===== src/rtl/xgmii_tx_framer_if.sv =====
// rtl/xgmii_tx_framer_if.sv - 64-bit frame stream into the XGMII transmit framer
interface xgmii_tx_framer_if;
    logic [63:0] tx_data;
    logic        tx_valid;
    logic        tx_last;
    logic [2:0]  tx_nbytes;
    logic        tx_ready;

    modport master (
        output tx_data,
        output tx_valid,
        output tx_last,
        output tx_nbytes,
        input  tx_ready
    );

    modport slave (
        input  tx_data,
        input  tx_valid,
        input  tx_last,
        input  tx_nbytes,
        output tx_ready
    );
endinterface


===== src/rtl/xgmii_tx_framer.sv =====
// rtl/xgmii_tx_framer.sv - frame stream to XGMII TXD/TXC with start, terminate, IFG and underrun abort
// Optional frame/underrun counters are built when XGMII_TX_STATS_EN is defined.
module xgmii_tx_framer #(
    parameter int unsigned IFG_WORDS = 1
) (
    input  logic               mgt_clk,
    input  logic               reset_n,
    xgmii_tx_framer_if.slave   tx,
    input  logic               link_up,
    output logic [63:0]        xgmii_txd,
    output logic [7:0]         xgmii_txc,
    output logic               tx_underrun,
    output logic [31:0]        frame_count,
    output logic [31:0]        underrun_count
);

    localparam logic [2:0] ST_IDLE = 3'd0;
    localparam logic [2:0] ST_PRE  = 3'd1;
    localparam logic [2:0] ST_DATA = 3'd2;
    localparam logic [2:0] ST_TERM = 3'd3;
    localparam logic [2:0] ST_IFG  = 3'd4;
    localparam logic [2:0] ST_DROP = 3'd5;

    localparam logic [63:0] IDLE_WORD  = 64'h0707070707070707;
    localparam logic [63:0] START_WORD = 64'hD5555555555555FB;
    localparam logic [63:0] TERM_WORD  = 64'h07070707070707FD;
    localparam logic [63:0] ERR_WORD   = 64'hFEFEFEFEFEFEFEFE;
    localparam logic [3:0]  IFG_LOAD   = 4'(IFG_WORDS);

    logic [2:0]  state_q, state_d;
    logic [63:0] txd_q, txd_d;
    logic [7:0]  txc_q, txc_d;
    logic        underrun_q, underrun_d;
    logic [3:0]  ifg_cnt_q, ifg_cnt_d;
    logic        aborted_q, aborted_d;
    logic        term_ok;
    logic [2:0]  after_term;
    logic [3:0]  nb;

    assign tx.tx_ready = (state_q == ST_DATA) || (state_q == ST_DROP);
    assign nb          = {1'b0, tx.tx_nbytes};

    // With no gap configured the terminate word leads straight to the next decision.
    always_comb begin
        after_term = ST_IFG;
        if (IFG_WORDS == 0) begin
            after_term = aborted_q ? ST_DROP : ST_IDLE;
        end
    end

    always_comb begin
        state_d    = state_q;
        txd_d      = IDLE_WORD;
        txc_d      = 8'hFF;
        underrun_d = 1'b0;
        ifg_cnt_d  = ifg_cnt_q;
        aborted_d  = aborted_q;
        term_ok    = 1'b0;

        case (state_q)
            ST_IDLE: begin
                if (tx.tx_valid && link_up) begin
                    state_d = ST_PRE;
                end
            end
            ST_PRE: begin
                txd_d   = START_WORD;
                txc_d   = 8'h01;
                state_d = ST_DATA;
            end
            ST_DATA: begin
                if (!tx.tx_valid) begin
                    txd_d      = ERR_WORD;
                    underrun_d = 1'b1;
                    aborted_d  = 1'b1;
                    state_d    = ST_TERM;
                end else if (!tx.tx_last) begin
                    txd_d = tx.tx_data;
                    txc_d = 8'h00;
                end else if (tx.tx_nbytes == 3'd7) begin
                    txd_d   = tx.tx_data;
                    txc_d   = 8'h00;
                    state_d = ST_TERM;
                end else begin
                    // Partial last word: terminate rides in the lane after the final data byte.
                    for (int k = 0; k < 8; k++) begin
                        if (4'(k) <= nb) begin
                            txd_d[8*k +: 8] = tx.tx_data[8*k +: 8];
                        end else if (4'(k) == nb + 4'd1) begin
                            txd_d[8*k +: 8] = 8'hFD;
                        end
                    end
                    txc_d     = 8'hFF << (nb + 4'd1);
                    term_ok   = 1'b1;
                    state_d   = after_term;
                    ifg_cnt_d = IFG_LOAD;
                end
            end
            ST_TERM: begin
                txd_d     = TERM_WORD;
                term_ok   = !aborted_q;
                state_d   = after_term;
                ifg_cnt_d = IFG_LOAD;
            end
            ST_IFG: begin
                if (ifg_cnt_q <= 4'd1) begin
                    ifg_cnt_d = 4'd0;
                    state_d   = aborted_q ? ST_DROP : ST_IDLE;
                end else begin
                    ifg_cnt_d = ifg_cnt_q - 4'd1;
                end
            end
            ST_DROP: begin
                if (tx.tx_valid && tx.tx_last) begin
                    aborted_d = 1'b0;
                    state_d   = ST_IDLE;
                end
            end
            default: begin
                state_d = ST_IDLE;
            end
        endcase
    end

    always_ff @(posedge mgt_clk or negedge reset_n) begin
        if (!reset_n) begin
            state_q    <= ST_IDLE;
            txd_q      <= IDLE_WORD;
            txc_q      <= 8'hFF;
            underrun_q <= 1'b0;
            ifg_cnt_q  <= 4'd0;
            aborted_q  <= 1'b0;
        end else begin
            state_q    <= state_d;
            txd_q      <= txd_d;
            txc_q      <= txc_d;
            underrun_q <= underrun_d;
            ifg_cnt_q  <= ifg_cnt_d;
            aborted_q  <= aborted_d;
        end
    end

    assign xgmii_txd   = txd_q;
    assign xgmii_txc   = txc_q;
    assign tx_underrun = underrun_q;

`ifdef XGMII_TX_STATS_EN
    logic [31:0] frame_cnt_q, frame_cnt_d;
    logic [31:0] underrun_cnt_q, underrun_cnt_d;

    always_comb begin
        frame_cnt_d    = frame_cnt_q + {31'd0, term_ok};
        underrun_cnt_d = underrun_cnt_q + {31'd0, underrun_d};
    end

    always_ff @(posedge mgt_clk or negedge reset_n) begin
        if (!reset_n) begin
            frame_cnt_q    <= 32'd0;
            underrun_cnt_q <= 32'd0;
        end else begin
            frame_cnt_q    <= frame_cnt_d;
            underrun_cnt_q <= underrun_cnt_d;
        end
    end

    assign frame_count    = frame_cnt_q;
    assign underrun_count = underrun_cnt_q;
`else
    assign frame_count    = 32'd0;
    assign underrun_count = 32'd0;
`endif

endmodule


===== src/flat_wrapper.sv =====
// flat-port wrapper written by rule: the top's interface ports become plain ports
module xgmii_tx_framer_flat 
#(
    parameter int unsigned IFG_WORDS = 1
)
  (mgt_clk, reset_n, link_up, xgmii_txd, xgmii_txc, tx_underrun, frame_count, underrun_count, tx_tx_data, tx_tx_valid, tx_tx_last, tx_tx_nbytes, tx_tx_ready);
  xgmii_tx_framer_if tx_i ();
  input  logic mgt_clk;
  input  logic reset_n;
  input  logic link_up;
  output logic [63:0] xgmii_txd;
  output logic [7:0] xgmii_txc;
  output logic tx_underrun;
  output logic [31:0] frame_count;
  output logic [31:0] underrun_count;
  input wire logic [$bits(tx_i.tx_data)-1:0] tx_tx_data;
  input wire logic [$bits(tx_i.tx_valid)-1:0] tx_tx_valid;
  input wire logic [$bits(tx_i.tx_last)-1:0] tx_tx_last;
  input wire logic [$bits(tx_i.tx_nbytes)-1:0] tx_tx_nbytes;
  output wire logic [$bits(tx_i.tx_ready)-1:0] tx_tx_ready;
  assign tx_i.tx_data = tx_tx_data;
  assign tx_i.tx_valid = tx_tx_valid;
  assign tx_i.tx_last = tx_tx_last;
  assign tx_i.tx_nbytes = tx_tx_nbytes;
  assign tx_tx_ready = tx_i.tx_ready;
  xgmii_tx_framer #(.IFG_WORDS(IFG_WORDS)) u_core (.mgt_clk(mgt_clk), .reset_n(reset_n), .tx(tx_i), .link_up(link_up), .xgmii_txd(xgmii_txd), .xgmii_txc(xgmii_txc), .tx_underrun(tx_underrun), .frame_count(frame_count), .underrun_count(underrun_count));
endmodule

===== config.mk =====
export PLATFORM = sky130hd
export DESIGN_NAME = xgmii_tx_framer_flat
export DESIGN_NICKNAME = d
export VERILOG_FILES = /design/src/rtl/xgmii_tx_framer_if.sv /design/src/rtl/xgmii_tx_framer.sv /design/src/flat_wrapper.sv
export SDC_FILE = /design/constraint.sdc
export NUM_CORES = 1
export LEC_CHECK = 0
export BUFFER_PORTS_ARGS = -buffer_cell sky130_fd_sc_hd__buf_2
export CAP_MARGIN = 20
export CORE_AREA = 2 2 107 109
export CTS_CLUSTER_SIZE = 20
export DETAILED_ROUTE_END_ITERATION = 12
export DIE_AREA = 0 0 109 111
export HOLD_SLACK_MARGIN = 0.12
export PLACE_DENSITY = 0.7
export RECOVER_POWER = 100
export SLEW_MARGIN = 20
export SYNTH_ARGS = -nofsm -noshare
export SYNTH_HDL_FRONTEND = slang
export SYNTH_SLANG_ARGS = --single-unit

===== constraint.sdc =====
create_clock -name mgt_clk -period 2.1 [get_ports mgt_clk]
set_input_delay 0.21 -clock mgt_clk [delete_from_list [all_inputs] [get_ports mgt_clk]]
set_output_delay 0.21 -clock mgt_clk [all_outputs]
set_load 0.05 [all_outputs]

# Yosys cells after proc, flatten, opt, wreduce, memory -nomap -nowiden
# Cells that the tools add are included.
dict set report op_classes {
  n_addsub 2
  order_cmp 9
  eq_ne 21
  n_shift 1
  mux 42
  reduce_logical 10
}
# op n
set op_table {}
lappend op_table {{64-bit 2-to-1 mux} 3}
lappend op_table {{64-bit case mux with 3 select lines} 1}
lappend op_table {{8-bit 2-to-1 mux} 19}
lappend op_table {{3-bit 2-to-1 mux} 7}
lappend op_table {{3-bit case mux with 6 select lines} 1}
lappend op_table {{3-bit by 4-bit equality test with 1-bit output (first input constant)} 4}
lappend op_table {{4-bit 2-to-1 mux} 4}
lappend op_table {{8-bit case mux with 2 select lines} 1}
lappend op_table {{3-bit <= comparator (first input constant)} 4}
lappend op_table {{4-bit case mux with 3 select lines} 1}
lappend op_table {{2-bit inequality test (second input constant)} 5}
lappend op_table {{3-bit equality test (second input constant)} 3}
lappend op_table {{2-bit by 4-bit equality test with 1-bit output (first input constant)} 2}
lappend op_table {{4-bit AND reduction} 2}
lappend op_table {{8-bit by 4-bit left shift with 8-bit output (first input constant)} 1}
lappend op_table {{3-bit by 2-bit equality test with 1-bit output (second input constant)} 2}
lappend op_table {{1-bit by 3-bit <= comparator with 1-bit output (first input constant)} 2}
lappend op_table {{2-bit by 3-bit <= comparator with 1-bit output (first input constant)} 2}
lappend op_table {{3-bit by 1-bit adder with 4-bit output (second input constant)} 1}
lappend op_table {{1-bit by 4-bit equality test with 1-bit output (first input constant)} 1}
lappend op_table {{4-bit by 1-bit <= comparator with 1-bit output (second input constant)} 1}
lappend op_table {{4-bit zero test} 1}
lappend op_table {{1-bit 2-to-1 mux} 4}
lappend op_table {{2-bit by 1-bit inequality test with 1-bit output (second input constant)} 2}
lappend op_table {{10 further kinds} 11}
dict set report totals {
  reg_bits 81
  in_bits 72
  word_cells 91
}

# Longest topological paths before layout
# Gate-level depths: netlist (run 1).
dict set report logic_depth {
  ltp_word 8
  ltp_mapped 7
  depth_no_buf 7
}

# Worst setup path after synthesis (run 1)
# Ideal clock, no wire load.
dict set report synth_path {
  path_type {input -> register}
  from {in tx_tx_nbytes[0]}
  to {reg u_core.txd_q[19] (netlist: u_core.xgmii_txd[19])}
  setup_time_ns 0.126
  arrival_time_ns 1.864
  setup_slack_ns 0.110
  path_stages 7
  path_cell_list {ha_1 -> ha_1 -> clkbuf_1 -> a211o_1 -> nor3b_2 -> nand3_1 -> o311a_1}
}
dict set report synth_between {
  elab_chain_cells 8
  word_cells_on_any_way 10
  cone_classes {1 x add/sub; 1 x order compare; 2 x eq/ne; 6 x mux}
}
# element line_no
set synth_rtl {}
lappend synth_rtl {{start: declaration} flat_wrapper.sv:19} ;# input wire logic [$bits(tx_i.tx_nbytes)-1:0] tx_tx_nbytes;
lappend synth_rtl {{3-bit by 1-bit adder with 4-bit output} xgmii_tx_framer.sv:89} ;# end else if (4'(k) == nb + 4'd1) begin
lappend synth_rtl {{2-bit by 4-bit equality test with 1-bit output} xgmii_tx_framer.sv:89}
lappend synth_rtl {{8-bit 2-to-1 mux} xgmii_tx_framer.sv:89}
lappend synth_rtl {{8-bit 2-to-1 mux} xgmii_tx_framer.sv:87} ;# if (4'(k) <= nb) begin
lappend synth_rtl {{64-bit 2-to-1 mux *} xgmii_tx_framer.sv:80} ;# end else if (tx.tx_nbytes == 3'd7) begin
lappend synth_rtl {{64-bit 2-to-1 mux *} xgmii_tx_framer.sv:77} ;# end else if (!tx.tx_last) begin
lappend synth_rtl {{64-bit 2-to-1 mux *} xgmii_tx_framer.sv:72} ;# if (!tx.tx_valid) begin
lappend synth_rtl {{64-bit case mux with 3 select lines *} xgmii_tx_framer.sv:60} ;# case (state_q)
lappend synth_rtl {{net u_core.txd_d[19]} xgmii_tx_framer.sv:31} ;# logic [63:0] txd_q, txd_d;
lappend synth_rtl {{end signal: assignment} xgmii_tx_framer.sv:135} ;# txd_q <= txd_d;
lappend synth_rtl {{end: declaration} xgmii_tx_framer.sv:31}
# Mark *: on every way through the listed nets, which the timed path passes. The rest lies on a longest branch.
# A chain may end at the register's enable or synchronous reset.

# Worst setup path after layout (run 1)
dict set report layout_path {
  from {reg u_core.state_q[2]}
  to {out tx_tx_ready}
}
dict set report layout_between {
  elab_chain_cells 2
  word_cells_on_any_way 3
  cone_classes {2 x eq/ne; 1 x reduce/logical}
}
# element line_no
set layout_rtl {}
lappend layout_rtl {{start: declaration} xgmii_tx_framer.sv:30} ;# logic [2:0] state_q, state_d;
lappend layout_rtl {{start signal: assignment} xgmii_tx_framer.sv:134} ;# state_q <= state_d;
lappend layout_rtl {{3-bit by 2-bit equality test with 1-bit output or 3-bit equality test (tied branches)} xgmii_tx_framer.sv:40} ;# assign tx.tx_ready = (state_q == ST_DATA) || (state_q == ST_DROP);
lappend layout_rtl {{1-bit logical OR *} xgmii_tx_framer.sv:40}
lappend layout_rtl {{end: declaration} flat_wrapper.sv:20} ;# output wire logic [$bits(tx_i.tx_ready)-1:0] tx_tx_ready;
# Mark *: on every way between the ends. The rest lies on a longest branch, timed or not.

==> qor.yml, run 1 <==
synthesis:
  syn_area_per_cell_um2: 9.79
  ys.flop_type: "dfrtp_1"
  yosysWarnings: 0
  yosysTopAreaCellShare_pct: 28.8
  syn_inst: 435
  ys_ff_latch: 81
  synthMuxAreaShare_pct: 0.705
  synthAdderAreaFrac_pct: 2.94
  synthDistinctLibCells: 54
  ys_seq_area_share_pct: 48.5
  synth_top_area_cell: "dfrtp_1"
  syn-cell-area_um2: 4260
  synth_edf_count: 0
  synth_xor_area_share_pct: 0
  synth_compound_area_share_pct: 17.3
  yosys.area_share.simple_pct: 16.1
  synth_top_family_by_area: "compound AO/OA/AOI/OAI gates"
  synth_area_leaders: "dfrtp_1 (29%), dfstp_2 (20%), buf_4 (11%), a21oi_1 (3.9%), nand2_1 (3.1%)"
  synthArstFlopShare_pct: 100
clocking:
  cts_buffer_depth: 2
  numCtsBuffers: 9
  clock-root-buffer: "clkbuf_16"
  cts_tree: "yes"
  clk_latency_ns: 0.34
  cts_max_level: 3
  clkTransAtPathRegs_ns: 0.06
  clock-sinks: 81
cells_and_area:
  final_cells: 769
  final_cell_mix: "clkbuf_1 (88), buf_2 (70), conb_1 (64), dfrtp_1 (46), nand2_1 (35)"
  fin_util_pct: 49.1
  area_delta_synth_final_pct: 27.7
  layout-drive-gt1-share_pct: 22.6
  final_nets: 702
  layout_commonest_cell: "clkbuf_1"
routing:
  first_pass_iters: 4
  vias: 3870
  wl_per_cell_um: 15.9
  viasPerCell: 5.03
  wl_um: 12200
  final_antenna_net_count: 0
  first_iter_violations: 239
  drc: 0
floorplan:
  die_area_um2: 12100
  rows: 39
  io_pins: 210
  start_util_pct: 38.4
  design.core.area_um2: 11100
  die_h_um: 111
  die_w_um: 109
timing:
  slew_violations: 0
  finalCritPeriodShare_pct: 93.1
  max_freq_mhz: 511
  rsz0062_at_grt: "false"
  setup_viol: 0
  maxSlewHeadroom_pct: 27.2
  worst_pin_slew_ns: 1.09
  fin_setup_tns_ns: 0
  whs_ns: 0.126
  finalHoldViolations: 0
  fin_crit_ns: 1.96
  fin_skew_ns: 0.00679
global_routing:
  grt_pass1_vias: 3759
  grt_first_pass_wirelength_um: 18400
  grt_max_degree: 47
  antenna_found_initial: 1
  overflow: 0
  grt_usage_pct: 19.9
place:
  globalplace.congestion: 0.859
  hpwl_um: 9180
  io_buffer_count: 145
  placedCellCount: 727
worst_setup_path:
  critical_path.startpoint_type: "flop"
  arrival_ns: 1.75
  critPathKind: "reg -> out"
  required_ns: 1.89
  path_max_fanout: 14
  cp-end-kind: "primary output"
hold_path:
  hold_path.class: "in -> reg"
outcome:
  status: "complete, no violations"
pwr:
  p_per_area_nw_per_um2: 1410
  leakagePower_nw: 2.51
  power.total_mw: 7.65
  irDropWorstVdd_v: 0.000563
run:
  max_cap_violations: 0
flip-flops by register name, indices dropped and copies added (netlist names):
| name | cells |
|---|---|
| u_core.state_q | 3 |
| u_core.ifg_cnt_q | 4 |
| u_core.xgmii_txd | 64 |
| u_core.xgmii_txc | 8 |
| u_core.tx_underrun | 1 |
| u_core.aborted_q | 1 |
path summary, 6_finish.rpt:
check	slack, ns	startpoint	end	cells past startpoint
hold reg to reg	0.59	u_core.aborted_q$_DFFE_PN0P_	u_core.state_q[2]$_DFFE_PN0P_	2
setup reg to reg	0.24	u_core.state_q[1]$_DFFE_PN0P_	u_core.xgmii_txd[10]$_DFF_PN1_	4
hold / removal	0.13	tx_tx_data[32]	u_core.xgmii_txd[32]$_DFF_PN1_	3
max in group asynchronous	0.30	reset_n	u_core.xgmii_txd[32]$_DFF_PN1_	3
min in group asynchronous	0.61	reset_n	u_core.xgmii_txd[52]$_DFF_PN0_	2
setup / recovery	0.14	u_core.state_q[2]$_DFFE_PN0P_	tx_tx_ready	3
synthesized netlist by cell type (all sizes together) (4+ instances only):
| cell | n |
|---|---|
| buf | 66 |
| dfrtp | 49 |
| nand2 | 35 |
| a21oi | 33 |
| dfstp | 32 |
| o21ai | 24 |
| nor2 | 22 |
| clkbuf | 21 |
| a31oi | 15 |
| ha | 10 |
| inv | 10 |
| nand2b | 10 |
| nand3 | 9 |
| and2 | 7 |
| or3 | 7 |
| and3 | 6 |
| o311a | 6 |
| a211oi | 5 |
| nor3 | 5 |
| nor4 | 5 |
| o21a | 5 |
| a21o | 4 |
| nand4 | 4 |
| nor2b | 4 |
through the flow:
| stage | setup WS [ns] | instance area (µm²) |
|---|---|---|
| after floorplan | 0.110 | 4490 |
| after global placement | 0.0567 | 5060 |
| after detailed placement | 0.0371 | 5060 |
| after CTS | 0.0534 | 5600 |
| after global routing | 0.0445 | 5440 |
| final | 0.145 | 5440 |
cell type report:
type,count,area [µm²]
well taps,143,179
repair buffers,198,1050
flip-flops and latches,81,2070
clock inverters,5,56.3
diodes,1,2.50
inverters,10,37.5
multi-input cells,320,1810
fillers,1062,5640
clock buffers,11,233
power breakdown:
group          leakage, nW  internal (mW)  switching (mW)  total (mW)
combinational         1.38          0.799            2.87        3.67
sequential           0.982           2.18           0.284        2.47
clock                0.139          0.918           0.600        1.52
metal layers:
layer	vias to the layer above	track usage [%]	wire length, µm
li1	1785	-	-
met1	1839	22.4	4750
met2	212	34.6	5910
met3	34	3.82	1080
met4	0	11.0	485
met5	-	0	0
critical path, cell delays in order, from the launching register on:
cell	delay (ns)
dfrtp_2	0.51
or3b_1	0.49
nand2_1	0.12
clkbuf_2	0.28
logic make-up after synthesis:
kind of cell / count (synthesis)
AOI/OAI and AO/OA: 114
adders and majority gates: 10
buffers and inverters: 97
DFF: 81
muxes: 3
other: 1
and+or+nand+nor: 129
timing repair:
| action | CTS | global route |
|---|---|---|
| setup endpoints to repair | 0 | 1 |
| gates resized for setup | 0 | 3 |
| buffers inserted | 0 | 0 |
| endpoints found under the hold margin | 48 | 0 |
| hold buffers | 25 | 0 |
(Power assumes the default switching activity.)
==> run 2, diff against run 1 <==
--- a/config.mk
+++ b/config.mk
@@ -5,14 +5,14 @@
 export SDC_FILE = /design/constraint.sdc
 export NUM_CORES = 1
 export LEC_CHECK = 0
-export BUFFER_PORTS_ARGS = -buffer_cell sky130_fd_sc_hd__buf_2
+export BUFFER_PORTS_ARGS = -buffer_cell sky130_fd_sc_hd__clkbuf_2
 export CAP_MARGIN = 20
-export CORE_AREA = 2 2 107 109
+export CORE_AREA = 4 4 102 104
 export CTS_CLUSTER_SIZE = 20
 export DETAILED_ROUTE_END_ITERATION = 12
-export DIE_AREA = 0 0 109 111
+export DIE_AREA = 0 0 106 108
 export HOLD_SLACK_MARGIN = 0.12
-export PLACE_DENSITY = 0.7
+export PLACE_DENSITY = 0.78
 export RECOVER_POWER = 100
 export SLEW_MARGIN = 20
 export SYNTH_ARGS = -nofsm -noshare
==> run 2 against run 1 <==
Non-clock buffer count up 17. Clock skew down 0.00080 ns. Critical path depth unchanged. Critical endpoint is now u_core.xgmii_txd[19]$_DFF_PN0_.
==> qor.yml, run 2 (synthesized netlist as in run 1, its figures left out) <==
routing:
  viasPerCell: 5.09
  first_pass_iters: 4
  vias: 3943
  final_antenna_net_count: 0
  wl_um: 13100
  first_iter_violations: 326
  wl_per_cell_um: 16.9
  drc: 0
clocking:
  clock-sinks: 81
  clock-root-buffer: "clkbuf_8"
  clkTransAtPathRegs_ns: 0.08
  cts_max_level: 3
  cts_setup_buffers: 0
  cts_tree: "yes"
  cts_buffer_depth: 2
  clk_latency_ns: 0.36
  numCtsBuffers: 9
cells_and_area:
  layout-drive-gt1-share_pct: 22.7
  area_delta_synth_final_pct: 29.6
  register_area_um2: 2070
  layout_commonest_cell: "clkbuf_1"
  fin_area_um2: 5520
  fin_util_pct: 57.8
  final_nets: 719
  n_antenna_cell: 0
  nFillCells: 873
  final_cells: 775
  largest_reg_flops: 64
  final_cell_mix: "clkbuf_1 (85), clkbuf_2 (70), conb_1 (64), dfrtp_1 (48), dlygate4sd3_1 (41)"
  multi_input_area_um2: 1820
worst_setup_path:
  path_buf_inv: 1
  critPathTopFamily: "buffers and inverters"
  arrival_ns: 2.31
  cpMaxStageDelayCell: "clkbuf_1"
  path_max_fanout: 15
  critPathKind: "reg -> reg"
  slowest_delay_ns: 0.60
  crit_chain: "nor3b_2, clkbuf_1, o311a_1"
  critical_path.startpoint_type: "flop"
  cp-end-kind: "flop"
  required_ns: 2.39
run:
  max_cap_violations: 0
pwr:
  p_per_area_nw_per_um2: 1330
  leakagePower_nw: 2.57
  irDropWorstVdd_v: 0.000566
  power.total_mw: 7.31
timing:
  whs_ns: 0.128
  setup_viol: 0
  finalCritPeriodShare_pct: 96.0
  worst_pin_slew_ns: 0.826
  fin_setup_tns_ns: 0
  fin_crit_ns: 2.02
  setup_ws_ns: 0.0846
  maxSlewHeadroom_pct: 44.9
  fin_skew_ns: 0.00599
  finalHoldViolations: 0
  max_freq_mhz: 496
  slew_violations: 0
  rsz0062_at_grt: "false"
place:
  post-place-ws_ns: -0.0113
  postPlaceCellArea_um2: 5070
  placedCellCount: 718
  hpwl_um: 9510
  io_buffer_count: 145
  globalplace.congestion: 0.863
global_routing:
  grt_pass1_vias: 4029
  grt_first_pass_wirelength_um: 20100
  grt_usage_pct: 22.4
  overflow: 0
  grt_max_degree: 51
  antenna_found_initial: 0
floorplan:
  die_w_um: 106
  design.core.area_um2: 9550
  io_pins: 210
  die_h_um: 108
  start_util_pct: 44.6
  die_area_um2: 11400
  rows: 36
outcome:
  status: "complete, no violations"
hold_path:
  hold_path.class: "in -> reg"
## run 2: cell count changes in the layout (fill, tap and decap cells not counted), moves of 4 or more
| cell | change |
|---|---|
| clkbuf_2 | +68 |
| clkbuf_16 | -9 |
| buf_4 | +4 |
| clkbuf_8 | +10 |
| dlygate4sd3_1 | +16 |
| buf_2 | -70 |
## run 2: where the power goes
group / internal (mW) / switching, mW / leakage (nW)
registers: 2.17 / 0.267 / 0.985
logic: 0.845 / 2.91 / 1.49
clock network: 0.580 / 0.531 / 0.0974
## run 2: final timing paths
kind,start,endpoint,slack [ns],cells past startpoint
hold / removal,tx_tx_data[23],u_core.xgmii_txd[23]$_DFF_PN0_,0.13,2
hold reg to reg,u_core.aborted_q$_DFFE_PN0P_,u_core.aborted_q$_DFFE_PN0P_,0.59,2
max in group asynchronous,reset_n,u_core.xgmii_txd[35]$_DFF_PN0_,0.42,3
min in group asynchronous,reset_n,u_core.xgmii_txd[52]$_DFF_PN0_,0.48,2
setup / recovery,u_core.state_q[0]$_DFFE_PN0P_,u_core.xgmii_txd[19]$_DFF_PN0_,0.08,3
setup reg to reg,u_core.state_q[0]$_DFFE_PN0P_,u_core.xgmii_txd[19]$_DFF_PN0_,0.08,3
## run 2: repair_timing
item                       CTS  global route
gates resized for setup      1             1
hold buffers                41             0
pin swaps                    0             0
hold endpoints to repair    71             0
setup endpoints to repair    1             1
## run 2: final cells by class
type	count	area share, %
Clock buffer	13	2.70
Multi-Input combinational cell	320	33.0
Clock inverter	3	0.726
Tap cell	133	3.02
Sequential cell	81	37.5
Timing Repair Buffer	215	22.4
Inverter	10	0.680
## run 2: layer usage
metal  vias to the layer above  track usage (%)  part of all wire, %
met3                        43             5.97                  9.1
met2                       232             39.8                   50
met4                         0             11.6                  3.6
li1                       1811                -                    -
met5                         -                0                    0
met1                      1857             24.9                   37
==> run 3, diff against run 2 <==
--- a/config.mk
+++ b/config.mk
@@ -7,10 +7,11 @@
 export LEC_CHECK = 0
 export BUFFER_PORTS_ARGS = -buffer_cell sky130_fd_sc_hd__clkbuf_2
 export CAP_MARGIN = 20
-export CORE_AREA = 4 4 102 104
+export CORE_AREA = 2 2 100 102
 export CTS_CLUSTER_SIZE = 20
 export DETAILED_ROUTE_END_ITERATION = 12
-export DIE_AREA = 0 0 106 108
+export DIE_AREA = 0 0 102 104
+export GPL_TIMING_DRIVEN = 0
 export HOLD_SLACK_MARGIN = 0.12
 export PLACE_DENSITY = 0.78
 export RECOVER_POWER = 100
==> run 3 against run 2 <==
Clock power grew 9.9%. Register-to-register slack gained 0.11 ns. Non-clock buffer count grew 61. Maximum frequency grew 0.41%. Critical path depth grew 5. Sequential power shrank 2%. Sequential share of layout area shrank 2.8 points. Wire length grew 0.18%. Final cell count grew 7.9%.
==> qor.yml, run 3 (synthesized netlist as in run 1, its figures left out) <==
timing:
  setup_ws_ns: 0.0929
  fin_crit_ns: 2.01
  worst_pin_slew_ns: 0.925
  finalCritPeriodShare_pct: 95.6
  finalHoldViolations: 0
  fin_skew_ns: 0.00797
  rsz0062_at_grt: "false"
  slew_violations: 0
  maxSlewHeadroom_pct: 38.3
  setup_viol: 0
  max_freq_mhz: 498
floorplan:
  design.core.area_um2: 9550
  io_pins: 210
  die_w_um: 102
  die_area_um2: 10600
  rows: 36
  start_util_pct: 44.6
  die_h_um: 104
global_routing:
  overflow: 0
  grt_pass1_vias: 4242
  grt_first_pass_wirelength_um: 20900
  grt_max_degree: 45
  grt_usage_pct: 25.4
  antenna_found_initial: 0
clocking:
  clkTransAtPathRegs_ns: 0.08
  clk_latency_ns: 0.36
  cts_max_level: 3
  clock-sinks: 81
  numCtsBuffers: 9
  cts_tree: "yes"
  clock-root-buffer: "clkbuf_8"
  cts_buffer_depth: 2
worst_setup_path:
  arrival_ns: 2.29
  reg2reg_slack_ns: 0.19
  critPathKind: "in -> reg"
  cp-end-kind: "flop"
  critical_path.startpoint_type: "input pin"
  path_max_fanout: 10
  required_ns: 2.38
  r2r_end: "u_core.xgmii_txc[6]$_DFF_PN1_"
  rr_startpoint: "u_core.state_q[1]$_DFFE_PN0P_"
  r2r_cells: 6
routing:
  vias: 4048
  wl_um: 13100
  final_antenna_net_count: 0
  viasPerCell: 4.84
  first_pass_iters: 4
  first_iter_violations: 265
  drc: 0
  wl_per_cell_um: 15.6
place:
  hpwl_um: 9460
  globalplace.congestion: 0.925
  postPlaceCellArea_um2: 5400
  post-place-ws_ns: -0.504
  io_buffer_count: 144
  placedCellCount: 776
cells_and_area:
  final_nets: 780
  largest_reg_flops: 64
  area_delta_synth_final_pct: 40.1
  layout_commonest_cell: "clkbuf_1"
  multi_input_area_um2: 1830
  layout-drive-gt1-share_pct: 27.9
  final_cell_mix: "clkbuf_1 (93), clkbuf_2 (73), buf_4 (65), conb_1 (64), dfrtp_1 (49)"
  fin_area_um2: 5960
  n_antenna_cell: 0
  fin_util_pct: 62.5
  nFillCells: 839
  register_area_um2: 2070
  final_cells: 836
hold_path:
  hold_start: "tx_tx_data[57]"
  min_to: "u_core.xgmii_txd[57]$_DFF_PN1_"
  hold-path-cell-count: 3
  hold_path.class: "in -> reg"
pwr:
  p_seq_share_pct: 31.8
  p_comb_share_pct: 51.9
  p_sw_share_pct: 50.0
  irDropWorstVdd_v: 0.000540
  power_switching_mw: 3.73
  power.total_mw: 7.47
  leakagePower_nw: 2.89
  clockPowerShare_pct: 16.3
  intPower_mw: 3.74
  p_per_area_nw_per_um2: 1250
run:
  max_cap_violations: 0
outcome:
  status: "complete, no violations"
## run 3: worst max-delay path, stage by stage
cell	delay, ns
clkbuf_2	0.12
ha_1	0.27
ha_1	0.25
clkbuf_2	0.20
nor2b_1	0.48
nand4_1	0.34
o21a_1	0.31
o21ai_1	0.10
## run 3: final cells by class
cell class              instances  area share [%]
plain buffers                  86            9.61
clock buffers                  12            2.27
clock inverters                 4            1.17
inverters                      10           0.629
multi-input cells             320            30.7
flip-flops and latches         81            34.7
well taps                     133            2.79
repair buffers                190            18.2
## run 3: timing repair
action,CTS,global route
gates resized for setup,8,7
setup buffers,0,1
pin swaps,0,1
hold buffers,44,0
hold endpoints to repair,66,0
endpoints found under the setup margin,12,16
## run 3: how the worst max path moves through the flow
stage | from | endpoint | slack (ns) | cells after the start
3_3_place_gp | tx_tx_nbytes[0] | u_core.xgmii_txd[51]$_DFF_PN0_ | -0.43 | 8
4_1_cts | u_core.state_q[2]$_DFFE_PN0P_ | tx_tx_ready | 0.002 | 5
5_1_grt | u_core.state_q[1]$_DFFE_PN0P_ | u_core.xgmii_txc[6]$_DFF_PN1_ | 0.01 | 6
3_5_place_dp | tx_tx_nbytes[0] | u_core.xgmii_txd[55]$_DFF_PN0_ | -0.50 | 8
6_report | tx_tx_nbytes[1] | u_core.xgmii_txd[63]$_DFF_PN0_ | 0.09 | 8
2_1_floorplan | tx_tx_nbytes[0] | u_core.xgmii_txd[19]$_DFF_PN0_ | 0.11 | 7
## run 3: power by group through the flow
stage / registers (mW) / logic (mW) / clock network (mW)
3_5_place_dp: 2.40 / 3.86 / 0
6_report: 2.38 / 3.88 / 1.22
4_1_cts: 2.37 / 3.97 / 1.22
5_1_grt: 2.43 / 4.14 / 1.29
3_3_place_gp: 2.38 / 3.82 / 0
2_1_floorplan: 3.90 / 1.49 / 0
## run 3: per-layer routing
| metal | part of all wire (%) | routed length (µm) | vias to the layer above | track usage [%] |
|---|---|---|---|---|
| li1 | - | - | 1936 | - |
| met1 | 38 | 5010 | 1853 | 30.0 |
| met2 | 50 | 6560 | 227 | 42.4 |
| met3 | 8.8 | 1150 | 32 | 5.85 |
| met4 | 2.8 | 366 | 0 | 13.2 |
| met5 | 0 | 0 | - | 0 |
## run 3: metrics by stage
step                      TNS [ns]  hold slack, ns
after detailed placement     -9.21           0.250
after global routing             0           0.138
after CTS                        0           0.124
after global placement       -7.93           0.408
final                            0           0.127
after floorplan                  0         -0.0856
